File: src/rtl/pc_src_pkg.sv
// Shared select encodings for the next-PC source mux.
package pc_src_pkg;

    typedef logic [1:0] pc_src_t;

    localparam pc_src_t PC_SRC_SEQ     = 2'd0;
    localparam pc_src_t PC_SRC_JUMP    = 2'd1;
    localparam pc_src_t PC_SRC_BRANCH  = 2'd2;
    localparam pc_src_t PC_SRC_ILLEGAL = 2'd3;

    localparam int unsigned PC_SRC_NUM = 3;

endpackage

File: src/rtl/pc_src_mux3_if.sv
// Bus between fetch control (master) and the next-PC source mux (slave).
// PC_SRC_MUX_ALIGN_EN adds the registered misalign flag.
interface pc_src_mux3_if
    import pc_src_pkg::*;
#(
    parameter int unsigned WIDTH = 32
);
    logic             en;
    pc_src_t          sel;
    logic [WIDTH-1:0] in0;
    logic [WIDTH-1:0] in1;
    logic [WIDTH-1:0] in2;
    logic [WIDTH-1:0] out;
    logic [WIDTH-1:0] out_q;
    logic             sel_err;
`ifdef PC_SRC_MUX_ALIGN_EN
    logic             misalign;
`endif

    modport master (
        output en, sel, in0, in1, in2,
`ifdef PC_SRC_MUX_ALIGN_EN
        input  misalign,
`endif
        input  out, out_q, sel_err
    );

    modport slave (
        input  en, sel, in0, in1, in2,
`ifdef PC_SRC_MUX_ALIGN_EN
        output misalign,
`endif
        output out, out_q, sel_err
    );

endinterface

File: src/rtl/pc_src_mux3_dec.sv
// Select decoder: sel -> one-hot source vector plus illegal flag.
// An illegal select falls back to the sequential source.
module pc_src_mux3_dec
    import pc_src_pkg::*;
(
    input  pc_src_t                    sel,
    output logic [PC_SRC_NUM-1:0]      onehot_c,
    output logic                       illegal_c
);

    // Decode select; illegal code steers to in0 so fetch keeps advancing
    always_comb begin
        onehot_c  = '0;
        illegal_c = 1'b0;
        case (sel)
            PC_SRC_SEQ:    onehot_c = 3'b001;
            PC_SRC_JUMP:   onehot_c = 3'b010;
            PC_SRC_BRANCH: onehot_c = 3'b100;
            default: begin
                onehot_c  = 3'b001;
                illegal_c = 1'b1;
            end
        endcase
    end

endmodule

File: src/rtl/pc_src_mux3.sv
// Three-way next-PC source selector: combinational out, stall-able
// registered out_q and sticky illegal-select flag.
// Optional macro PC_SRC_MUX_ALIGN_EN: word-align out and add misalign flag.
module pc_src_mux3
    import pc_src_pkg::*;
#(
    parameter int unsigned WIDTH     = 32,
    parameter logic [31:0] RESET_VAL = 32'h0000_0000
) (
    input  logic          clk,
    input  logic          rst,
    pc_src_mux3_if.slave  bus
);

    localparam logic [WIDTH-1:0] RST_Q = WIDTH'(RESET_VAL);

    logic [PC_SRC_NUM-1:0] onehot;
    logic                  illegal;
    logic [WIDTH-1:0]      out_raw;
    logic [WIDTH-1:0]      out_c;
    logic [WIDTH-1:0]      out_q_d;
    logic [WIDTH-1:0]      out_q;
    logic                  sel_err_d;
    logic                  sel_err_q;

    pc_src_mux3_dec u_dec (
        .sel       (bus.sel),
        .onehot_c  (onehot),
        .illegal_c (illegal)
    );

    // AND-OR data selection from the one-hot vector
    always_comb begin
        out_raw = ({WIDTH{onehot[0]}} & bus.in0)
                | ({WIDTH{onehot[1]}} & bus.in1)
                | ({WIDTH{onehot[2]}} & bus.in2);
`ifdef PC_SRC_MUX_ALIGN_EN
        out_c   = {out_raw[WIDTH-1:2], 2'b00};
`else
        out_c   = out_raw;
`endif
    end

    // Next register values: load on enable, flag is sticky
    always_comb begin
        out_q_d   = out_q;
        sel_err_d = sel_err_q;
        if (bus.en) begin
            out_q_d   = out_c;
            sel_err_d = sel_err_q | illegal;
        end
    end

    // Output registers
    always_ff @(posedge clk or posedge rst) begin
        if (rst) begin
            out_q     <= RST_Q;
            sel_err_q <= 1'b0;
        end else begin
            out_q     <= out_q_d;
            sel_err_q <= sel_err_d;
        end
    end

`ifdef PC_SRC_MUX_ALIGN_EN
    logic misalign_d;
    logic misalign_q;

    // Misalign reflects the low bits of the last loaded raw selection
    always_comb begin
        misalign_d = misalign_q;
        if (bus.en) begin
            misalign_d = |out_raw[1:0];
        end
    end

    // Misalign register
    always_ff @(posedge clk or posedge rst) begin
        if (rst) begin
            misalign_q <= 1'b0;
        end else begin
            misalign_q <= misalign_d;
        end
    end

    assign bus.misalign = misalign_q;
`endif

    assign bus.out     = out_c;
    assign bus.out_q   = out_q;
    assign bus.sel_err = sel_err_q;

endmodule

File: src/flat_wrapper.sv
// flat-port wrapper written by rule: the top's interface ports become plain ports
module pc_src_mux3_flat import pc_src_pkg::*;
#(
    parameter int unsigned WIDTH     = 32,
    parameter logic [31:0] RESET_VAL = 32'h0000_0000
)
  (clk, rst, bus_en, bus_sel, bus_in0, bus_in1, bus_in2, bus_out, bus_out_q, bus_sel_err);
  pc_src_mux3_if #(.WIDTH(WIDTH)) bus_i ();
  input  logic clk;
  input  logic rst;
  input wire logic [$bits(bus_i.en)-1:0] bus_en;
  input wire logic [$bits(bus_i.sel)-1:0] bus_sel;
  input wire logic [$bits(bus_i.in0)-1:0] bus_in0;
  input wire logic [$bits(bus_i.in1)-1:0] bus_in1;
  input wire logic [$bits(bus_i.in2)-1:0] bus_in2;
  output wire logic [$bits(bus_i.out)-1:0] bus_out;
  output wire logic [$bits(bus_i.out_q)-1:0] bus_out_q;
  output wire logic [$bits(bus_i.sel_err)-1:0] bus_sel_err;
  assign bus_i.en = bus_en;
  assign bus_i.sel = bus_sel;
  assign bus_i.in0 = bus_in0;
  assign bus_i.in1 = bus_in1;
  assign bus_i.in2 = bus_in2;
  assign bus_out = bus_i.out;
  assign bus_out_q = bus_i.out_q;
  assign bus_sel_err = bus_i.sel_err;
  pc_src_mux3 #(.WIDTH(WIDTH), .RESET_VAL(RESET_VAL)) u_core (.clk(clk), .rst(rst), .bus(bus_i));
endmodule
File: config.mk
export PLATFORM = sky130hd
export DESIGN_NAME = pc_src_mux3_flat
export DESIGN_NICKNAME = d
export VERILOG_FILES = /design/src/rtl/pc_src_pkg.sv /design/src/rtl/pc_src_mux3_if.sv /design/src/rtl/pc_src_mux3_dec.sv /design/src/rtl/pc_src_mux3.sv /design/src/flat_wrapper.sv
export SDC_FILE = /design/constraint.sdc
export NUM_CORES = 1
export LEC_CHECK = 0
export BUFFER_PORTS_ARGS = -buffer_cell sky130_fd_sc_hd__buf_4
export CAP_MARGIN = 10
export CORE_ASPECT_RATIO = 0.7
export CORE_MARGIN = 3
export CORE_UTILIZATION = 36
export DETAILED_ROUTE_END_ITERATION = 6
export PLACE_DENSITY = 0.82
export SYNTH_ARGS = -nofsm -noshare
export SYNTH_HDL_FRONTEND = slang
export SYNTH_SLANG_ARGS = --single-unit
File: constraint.sdc
create_clock -name clk -period 1.14 [get_ports clk]
set_input_delay 0.057 -clock clk [delete_from_list [all_inputs] [get_ports clk]]
set_output_delay 0.057 -clock clk [all_outputs]
set_load 0.03 [all_outputs]
**Yosys cells after proc, flatten, opt, wreduce, memory -nomap -nowiden**

Cells that the tools add are included.

- Word-level logic and storage cells: 14
- Register bits: 33

- Multiplexer cells: 2
- Bitwise operators: 6
- Reduce and logical (&&, ||, !) cells: 2
- Equality and inequality tests: 2

Operator list:

| operator | count |
|---|---|
| $and A32 B32 Y32 | 3 |
| $or A32 B32 Y32 | 2 |
| $pmux W3 S2 | 1 |
| $reduce_or A3 Y1 | 1 |
| $eq A2 B1 Y1 const B | 1 |
| $eq A2 B2 Y1 const B | 1 |
| $logic_not A2 Y1 | 1 |
| $mux W1 | 1 |
| $or A1 B1 Y1 | 1 |

**Depth between registers and ports, before layout**

Gate-level depths: netlist of the first run.

- Depth after elaboration: 5
- Mapped depth: 5
- Depth with buffers taken out: 4

**Cells and area by module**

From an unflattened synthesis of the first run, not the netlist that was laid out.

- Cells, all modules: 184
- Area total of the unflattened synthesis: 1696.6 um2

By module, submodules not included:

| module | area an instance (um2) | cells an instance | times used |
|---|---|---|---|
| pc_src_mux3 | 1651.6 | 179 | 1 |
| pc_src_mux3_dec | 45.0 | 5 | 1 |

**Worst setup path before layout of the first run**

Ideal clock, no wire load.

- Kind: input port to output port
- Start point: in bus_sel[0]
- End point: out bus_out[11]
- Buffers on the path: 1
- Data arrival time: 1.154 ns
- Path slack: -0.071 ns
- Cell stages on the path: 5
- Cells stage by stage: inv_1 -> ha_1 -> buf_6 -> a222oi_1 -> inv_1

- Cells in the longest elaborated chain, start to end: 5
- Elaborated cells on any way between the ends: 8
- Those cells by class: eq/ne: 2; mux: 1; bitwise: 5

RTL lines:

| what | line | text |
|---|---|---|
| from (decl) | flat_wrapper.sv:12 | `input wire logic [$bits(bus_i.sel)-1:0] bus_sel;` |
| $eq A2 B2 Y1 or $eq A2 B1 Y1 (tied branches) | pc_src_mux3_dec.sv:15 | `case (sel)` |
| $pmux W3 S2 * | pc_src_mux3_dec.sv:15 |  |
| $and A32 B32 Y32 (on tied branches) | pc_src_mux3.sv:34, pc_src_mux3.sv:35 |  |
| $or A32 B32 Y32 | pc_src_mux3.sv:35 | `\| ({WIDTH{onehot[1]}} & bus.in1)` |
| $or A32 B32 Y32 * | pc_src_mux3.sv:36 | `\| ({WIDTH{onehot[2]}} & bus.in2);` |
| to (decl) | flat_wrapper.sv:16 | `output wire logic [$bits(bus_i.out)-1:0] bus_out;` |

Every way passes the cells marked *; elsewhere a longest branch is shown, timed or not.

**Worst setup path in the final report of the first run**

- Start point: in bus_sel[1]
- End point: out bus_out[19]

Same word-level chain as after synthesis.

==> impl_metrics.json, run 1 <==
{
  "fp-row-count": 20,
  "clockRootBuffer": "clkbuf_8",
  "setup_viol": 38,
  "crit_type": "in2out",
  "clkSinkCount": 33,
  "setup_slack_ns": -0.226,
  "fin_hold_ws_ns": 0.113,
  "grt_max_degree": 34,
  "cts_tree": "built",
  "syn-num-nets": 288,
  "peakVddDrop_uv": 921,
  "io_buffers": 165,
  "die_w_microns": 88.1,
  "multi_input_area_sq_um": 706,
  "cts_max_level": 2,
  "synth_top_area_share_pct": 48.7,
  "synthTopCellsByArea": "dfrtp_1 (49%), a222oi_1 (19%), a21oi_1 (9.4%)",
  "ios": 166,
  "gp_congestion": 0.741,
  "first_pass_iters": 7,
  "cp.required_ns": 1.08,
  "synth_area_sq_um": 1700,
  "dieArea_sq_um": 5590,
  "cp-end-kind": "output port",
  "cp_max_fo": 8,
  "drv_slew": 0,
  "max_slew.worst_pin.slew_ns": 0.424,
  "antenna_found_initial": 0,
  "startpoint_type": "input pin",
  "powerDensity_nw_per_um2": 1220,
  "drtIter0Drc": 175,
  "maxCapViolCount": 0,
  "grt_pass1_vias": 2496,
  "synth.yosys.seq_area_share_pct": 48.7,
  "antenna_cells": 0,
  "timing.rr.start": "u_core.bus.out_q[26]",
  "area_growth_pct": 120,
  "layout-drive-gt1-share_pct": 61.0,
  "synth-seq-cells": 33,
  "min_period_ns": 1.37,
  "max_freq_mhz": 732,
  "cts_buffers": 5,
  "ys_types": 10,
  "rrSetupSlack_ns": 0.43,
  "min_path_type": "in2reg",
  "cp-startpoint": "bus_sel[1]",
  "seq_area_sq_um": 826,
  "clk_path_buf_depth": 2,
  "fillCellCount": 253,
  "clk_latency_ns": 0.27,
  "final_nets": 496,
  "synth.largest_area_cell": "dfrtp_1",
  "track_usage_pct": 27.1,
  "dp_slack_ns": -0.216,
  "core_sq_um": 4430,
  "rsz0062_at_grt": "yes",
  "synth_cells": 184,
  "slew_headroom_pct": 71.7,
  "drt-wirelength-per-cell_microns": 17.6,
  "dp_hpwl_microns": 4590,
  "skew_ns": 0,
  "grt_first_pass_wirelength_microns": 11800,
  "start_util_pct": 38.3,
  "worstHoldStart": "bus_in2[0]",
  "leakage_nw": 1.96,
  "path_clk_slew_ns": 0.06,
  "violations": "setup timing",
  "yosys_warnings": 0,
  "grt_overflow_total": 0,
  "synth.avg_cell_area_sq_um": 9.22,
  "die_h_microns": 63.4,
  "fin_crit_sh_pct": 120,
  "routed-via-count": 2351,
  "drt-total-wl_microns": 7870,
  "hold_viol": 0,
  "cp.arrival_ns": 1.31,
  "outcome": "finished with violations",
  "postRouteAntennaNets": 0,
  "routed_via_density": 5.26,
  "route.detailed.drc": 0
}
-- synth_stat cells (all sizes together) --
cell    instances
clkbuf          4
dfrtp          33
a21o            1
a222oi         32
nor2           32
ha              3
a21oi          32
buf            12
inv            35
-- flip-flops by register name, indices dropped and copies added (netlist names) --
| signal | count |
|---|---|
| u_core.bus.out_q | 32 |
| u_core.bus.sel_err | 1 |
-- final cells by class --
class,count,area share [%]
Timing Repair Buffer,217,51.2
Sequential cell,33,22.1
Multi-Input combinational cell,100,18.9
Inverter,35,3.59
Clock buffer,7,2.31
Tap cell,55,1.85
-- critical path: stages --
cell and delay [ns]:
buf_8 0.10, ha_4 0.28, buf_12 0.15, a222oi_1 0.43, inv_1 0.12, buf_6 0.16
-- kinds of logic (layout without fill, tap and decap cells) --
kind of cell	Yosys count	count (layout)	share of synthesized area, %
flip-flops	33	33	48.7
AO/OA/AOI/OAI	65	65	28.8
buffers and inverters	51	259	13.3
AND/OR/NAND/NOR	32	32	7.08
adder cells (fa/ha/maj)	3	3	2.21
-- through the flow --
step           cell area (sq um)  setup TNS, ns  total power (W)  util [%]  std cells
6_report                    3730          -5.86          0.00453      84.2        447
5_1_grt                     3730          -8.40          0.00476      84.2        447
4_1_cts                     3730          -4.14          0.00450      84.2        448
3_5_place_dp                3030         -10.33          0.00319      68.3        395
3_3_place_gp                3030          -8.50          0.00316      68.3        395
2_1_floorplan               1710              0          0.00237         -        184
-- worst paths after layout --
| kind | end | cells after the start |
|---|---|---|
| worst min-delay path | u_core.bus.out_q[0] | 3 |
| worst max-delay path | bus_out[19] | 6 |
| max in group asynchronous | u_core.bus.out_q[13] | 4 |
| worst max register to register | u_core.bus.out_q[26] | 2 |
| min in group asynchronous | u_core.bus.out_q[15] | 4 |
| worst min register to register | u_core.bus.sel_err | 1 |
-- cell usage in the layout, fill, tap and decap left out --
master	instances
inv_1	32
clkbuf_16	1
buf_4	164
buf_8	2
a21oi_2	12
a21oi_1	20
dfrtp_1	33
ha_4	1
clkbuf_1	1
ha_2	1
inv_4	1
nor2_1	32
a222oi_1	32
dlygate4sd3_1	1
buf_12	7
clkbuf_8	6
ha_1	1
inv_2	2
a21o_1	1
buf_6	42
-- what timing repair did --
item                                    CTS  global route
gates resized for setup                  66            10
pin swaps                                32            18
hold buffers                              1             0
endpoints found under the setup margin   32            43
cloned                                    0             1
setup buffers                            45            12
endpoints found under the hold margin    33             0
-- where the power goes --
part / switching, W / internal (W)
sequential: 0.0000857 / 0.00131
combinational: 0.00118 / 0.00111
clock: 0.000368 / 0.000478
total: 0.00163 / 0.00290
-- per-layer routing --
layer / part of all wire, % / GRT usage [%] / vias to the layer above
li1: - / - / 1085
met1: 34 / 29.3 / 1116
met2: 53 / 50.6 / 140
met3: 12 / 8.89 / 10
met4: 1.3 / 6.60 / 0
met5: 0 / 0 / -
Note: power is estimated with default switching activity, not from simulation.
==> run 2: changes to the inputs <==
CORE_ASPECT_RATIO = 2   (was 0.7)
MAX_ROUTING_LAYER = met4   (was not set)
==> impl_metrics.json, run 2 (same netlist as run 1, synthesis figures left out) <==
{
  "outcome": "finished with violations",
  "violations": "DRC, setup timing",
  "core_sq_um": 4470,
  "skew_ns": 0,
  "drv_slew": 0,
  "antenna_cells": 0,
  "route.detailed.drc": 9,
  "rsz0062_at_grt": "yes",
  "clockRootBuffer": "clkbuf_8",
  "start_util_pct": 38.0,
  "top_register": "u_core.bus.out_q",
  "fp-row-count": 34,
  "crit_top_cell": "buf_6",
  "slew_headroom_pct": 73.0,
  "grt_first_pass_wirelength_microns": 11400,
  "grt_max_degree": 66,
  "min_period_ns": 1.41,
  "routed_via_density": 5.29,
  "crit_type": "in2out",
  "drt-total-wl_microns": 7910,
  "p_comb_share_pct": 48.7,
  "p_switching_w": 0.00164,
  "intPower_w": 0.00272,
  "cp.required_ns": 1.08,
  "fin_util_pct": 78.3,
  "cts_buffers": 5,
  "max_freq_mhz": 711,
  "final_cell_mix": "buf_4 (183), dfrtp_1 (33), a222oi_1 (32), nor2_1 (32), inv_1 (31)",
  "hold_viol": 0,
  "crit_chain": "buf_8, inv_4, ha_4, buf_6, a222oi_1, buf_4, inv_2, buf_6",
  "final_nets": 487,
  "timing.rr.start": "u_core.bus.out_q[6]",
  "dieArea_sq_um": 5620,
  "setup_viol": 36,
  "cp-startpoint": "bus_sel[0]",
  "leakage_nw": 1.87,
  "max_slew.worst_pin.slew_ns": 0.406,
  "clk_latency_ns": 0.28,
  "ios": 166,
  "drt-wirelength-per-cell_microns": 18.1,
  "cts_max_level": 2,
  "p_seq_share_pct": 32.1,
  "drtIter0Drc": 188,
  "clk_path_buf_depth": 2,
  "path_clk_slew_ns": 0.07,
  "die_h_microns": 103,
  "powerDensity_nw_per_um2": 1250,
  "routed-via-count": 2319,
  "worstHoldStart": "bus_in2[3]",
  "die_w_microns": 54.5,
  "antenna_found_initial": 0,
  "min_path_type": "in2reg",
  "slowest_stage": "a222oi_1",
  "io_buffers": 165,
  "power_frac_clock_pct": 19.2,
  "swShare_pct": 37.6,
  "clkSinkCount": 33,
  "final_common_cell": "buf_4",
  "cp-end-kind": "output port",
  "cp_max_fo": 5,
  "peakVddDrop_uv": 1000,
  "first_pass_iters": 7,
  "cts_tree": "built",
  "fin_crit_sh_pct": 123,
  "fin_hold_ws_ns": 0.0982,
  "postRouteAntennaNets": 0,
  "largest_reg_flops": 32,
  "grt_pass1_vias": 2455,
  "cp.arrival_ns": 1.35,
  "area_growth_pct": 106,
  "setup_slack_ns": -0.266,
  "layout-drive-gt1-share_pct": 59.1,
  "max_stage_delay_ns": 0.40,
  "grt_overflow_total": 0,
  "track_usage_pct": 28.7,
  "dp_hpwl_microns": 5130,
  "startpoint_type": "input pin",
  "power_w": 0.00436,
  "gp_congestion": 0.821,
  "maxCapViolCount": 0
}
[run 2: per-layer routing]
layer | share of wire (%) | up-vias | global-route usage [%]
met1 | 33 | 1089 | 29.5
met5 | 0 | - | -
li1 | - | 1070 | -
met3 | 7.6 | 25 | 5.93
met2 | 56 | 135 | 50.0
met4 | 2.9 | 0 | 12.7
[run 2: power groups by stage]
stage	Clock [W]	Combinational (W)	Sequential (W)
2_1_floorplan	0	0.000678	0.00170
3_3_place_gp	0	0.00175	0.00141
3_5_place_dp	0	0.00178	0.00141
4_1_cts	0.000876	0.00206	0.00139
5_1_grt	0.000923	0.00224	0.00142
6_report	0.000839	0.00212	0.00140
[run 2: worst max-delay path, delay by kind of cell]
kind	cells	cell delay (ns)
buffers and inverters	6	0.60
AO/OA/AOI/OAI	1	0.40
adder cells (fa/ha/maj)	1	0.28
[run 2: timing repair]
action                                  in CTS  in global routing
pin swaps                                   17                 23
endpoints found under the hold margin       33                  0
hold buffers                                 1                  0
buffers inserted                            31                 12
resized for setup                           27                 12
endpoints found under the setup margin      32                 43
gates cloned                                 2                  0
[run 2: metrics by stage]
stage | instances | setup slack (ns) | instance area [sq um] | setup TNS, ns
floorplan | 184 | 0.00207 | 1710 | 0
global placement | 394 | -0.293 | 2990 | -9.72
detailed placement | 394 | -0.289 | 2990 | -11.01
CTS | 436 | -0.196 | 3450 | -5.56
global route | 438 | -0.306 | 3500 | -8.31
finish | 438 | -0.266 | 3500 | -5.98
[run 2: path summary, 6_finish.rpt]
check	depth (start not counted)	endpoint	slack, ns
max in group asynchronous	4	u_core.bus.out_q[27]	0.52
hold / removal	3	u_core.bus.out_q[3]	0.1
hold reg to reg	1	u_core.bus.sel_err	0.46
min in group asynchronous	4	u_core.bus.out_q[9]	0.39
setup reg to reg	2	u_core.bus.out_q[6]	0.38
setup / recovery	8	bus_out[25]	-0.27
[run 2: area by class of cell]
class | count | area, sq um
multi-input combinational | 100 | 687
fill | 306 | 971
inverter | 35 | 134
tap | 54 | 67.6
timing repair buffer | 208 | 1700
clock buffer | 6 | 72.6
clock inverter | 2 | 10.0
sequential | 33 | 826
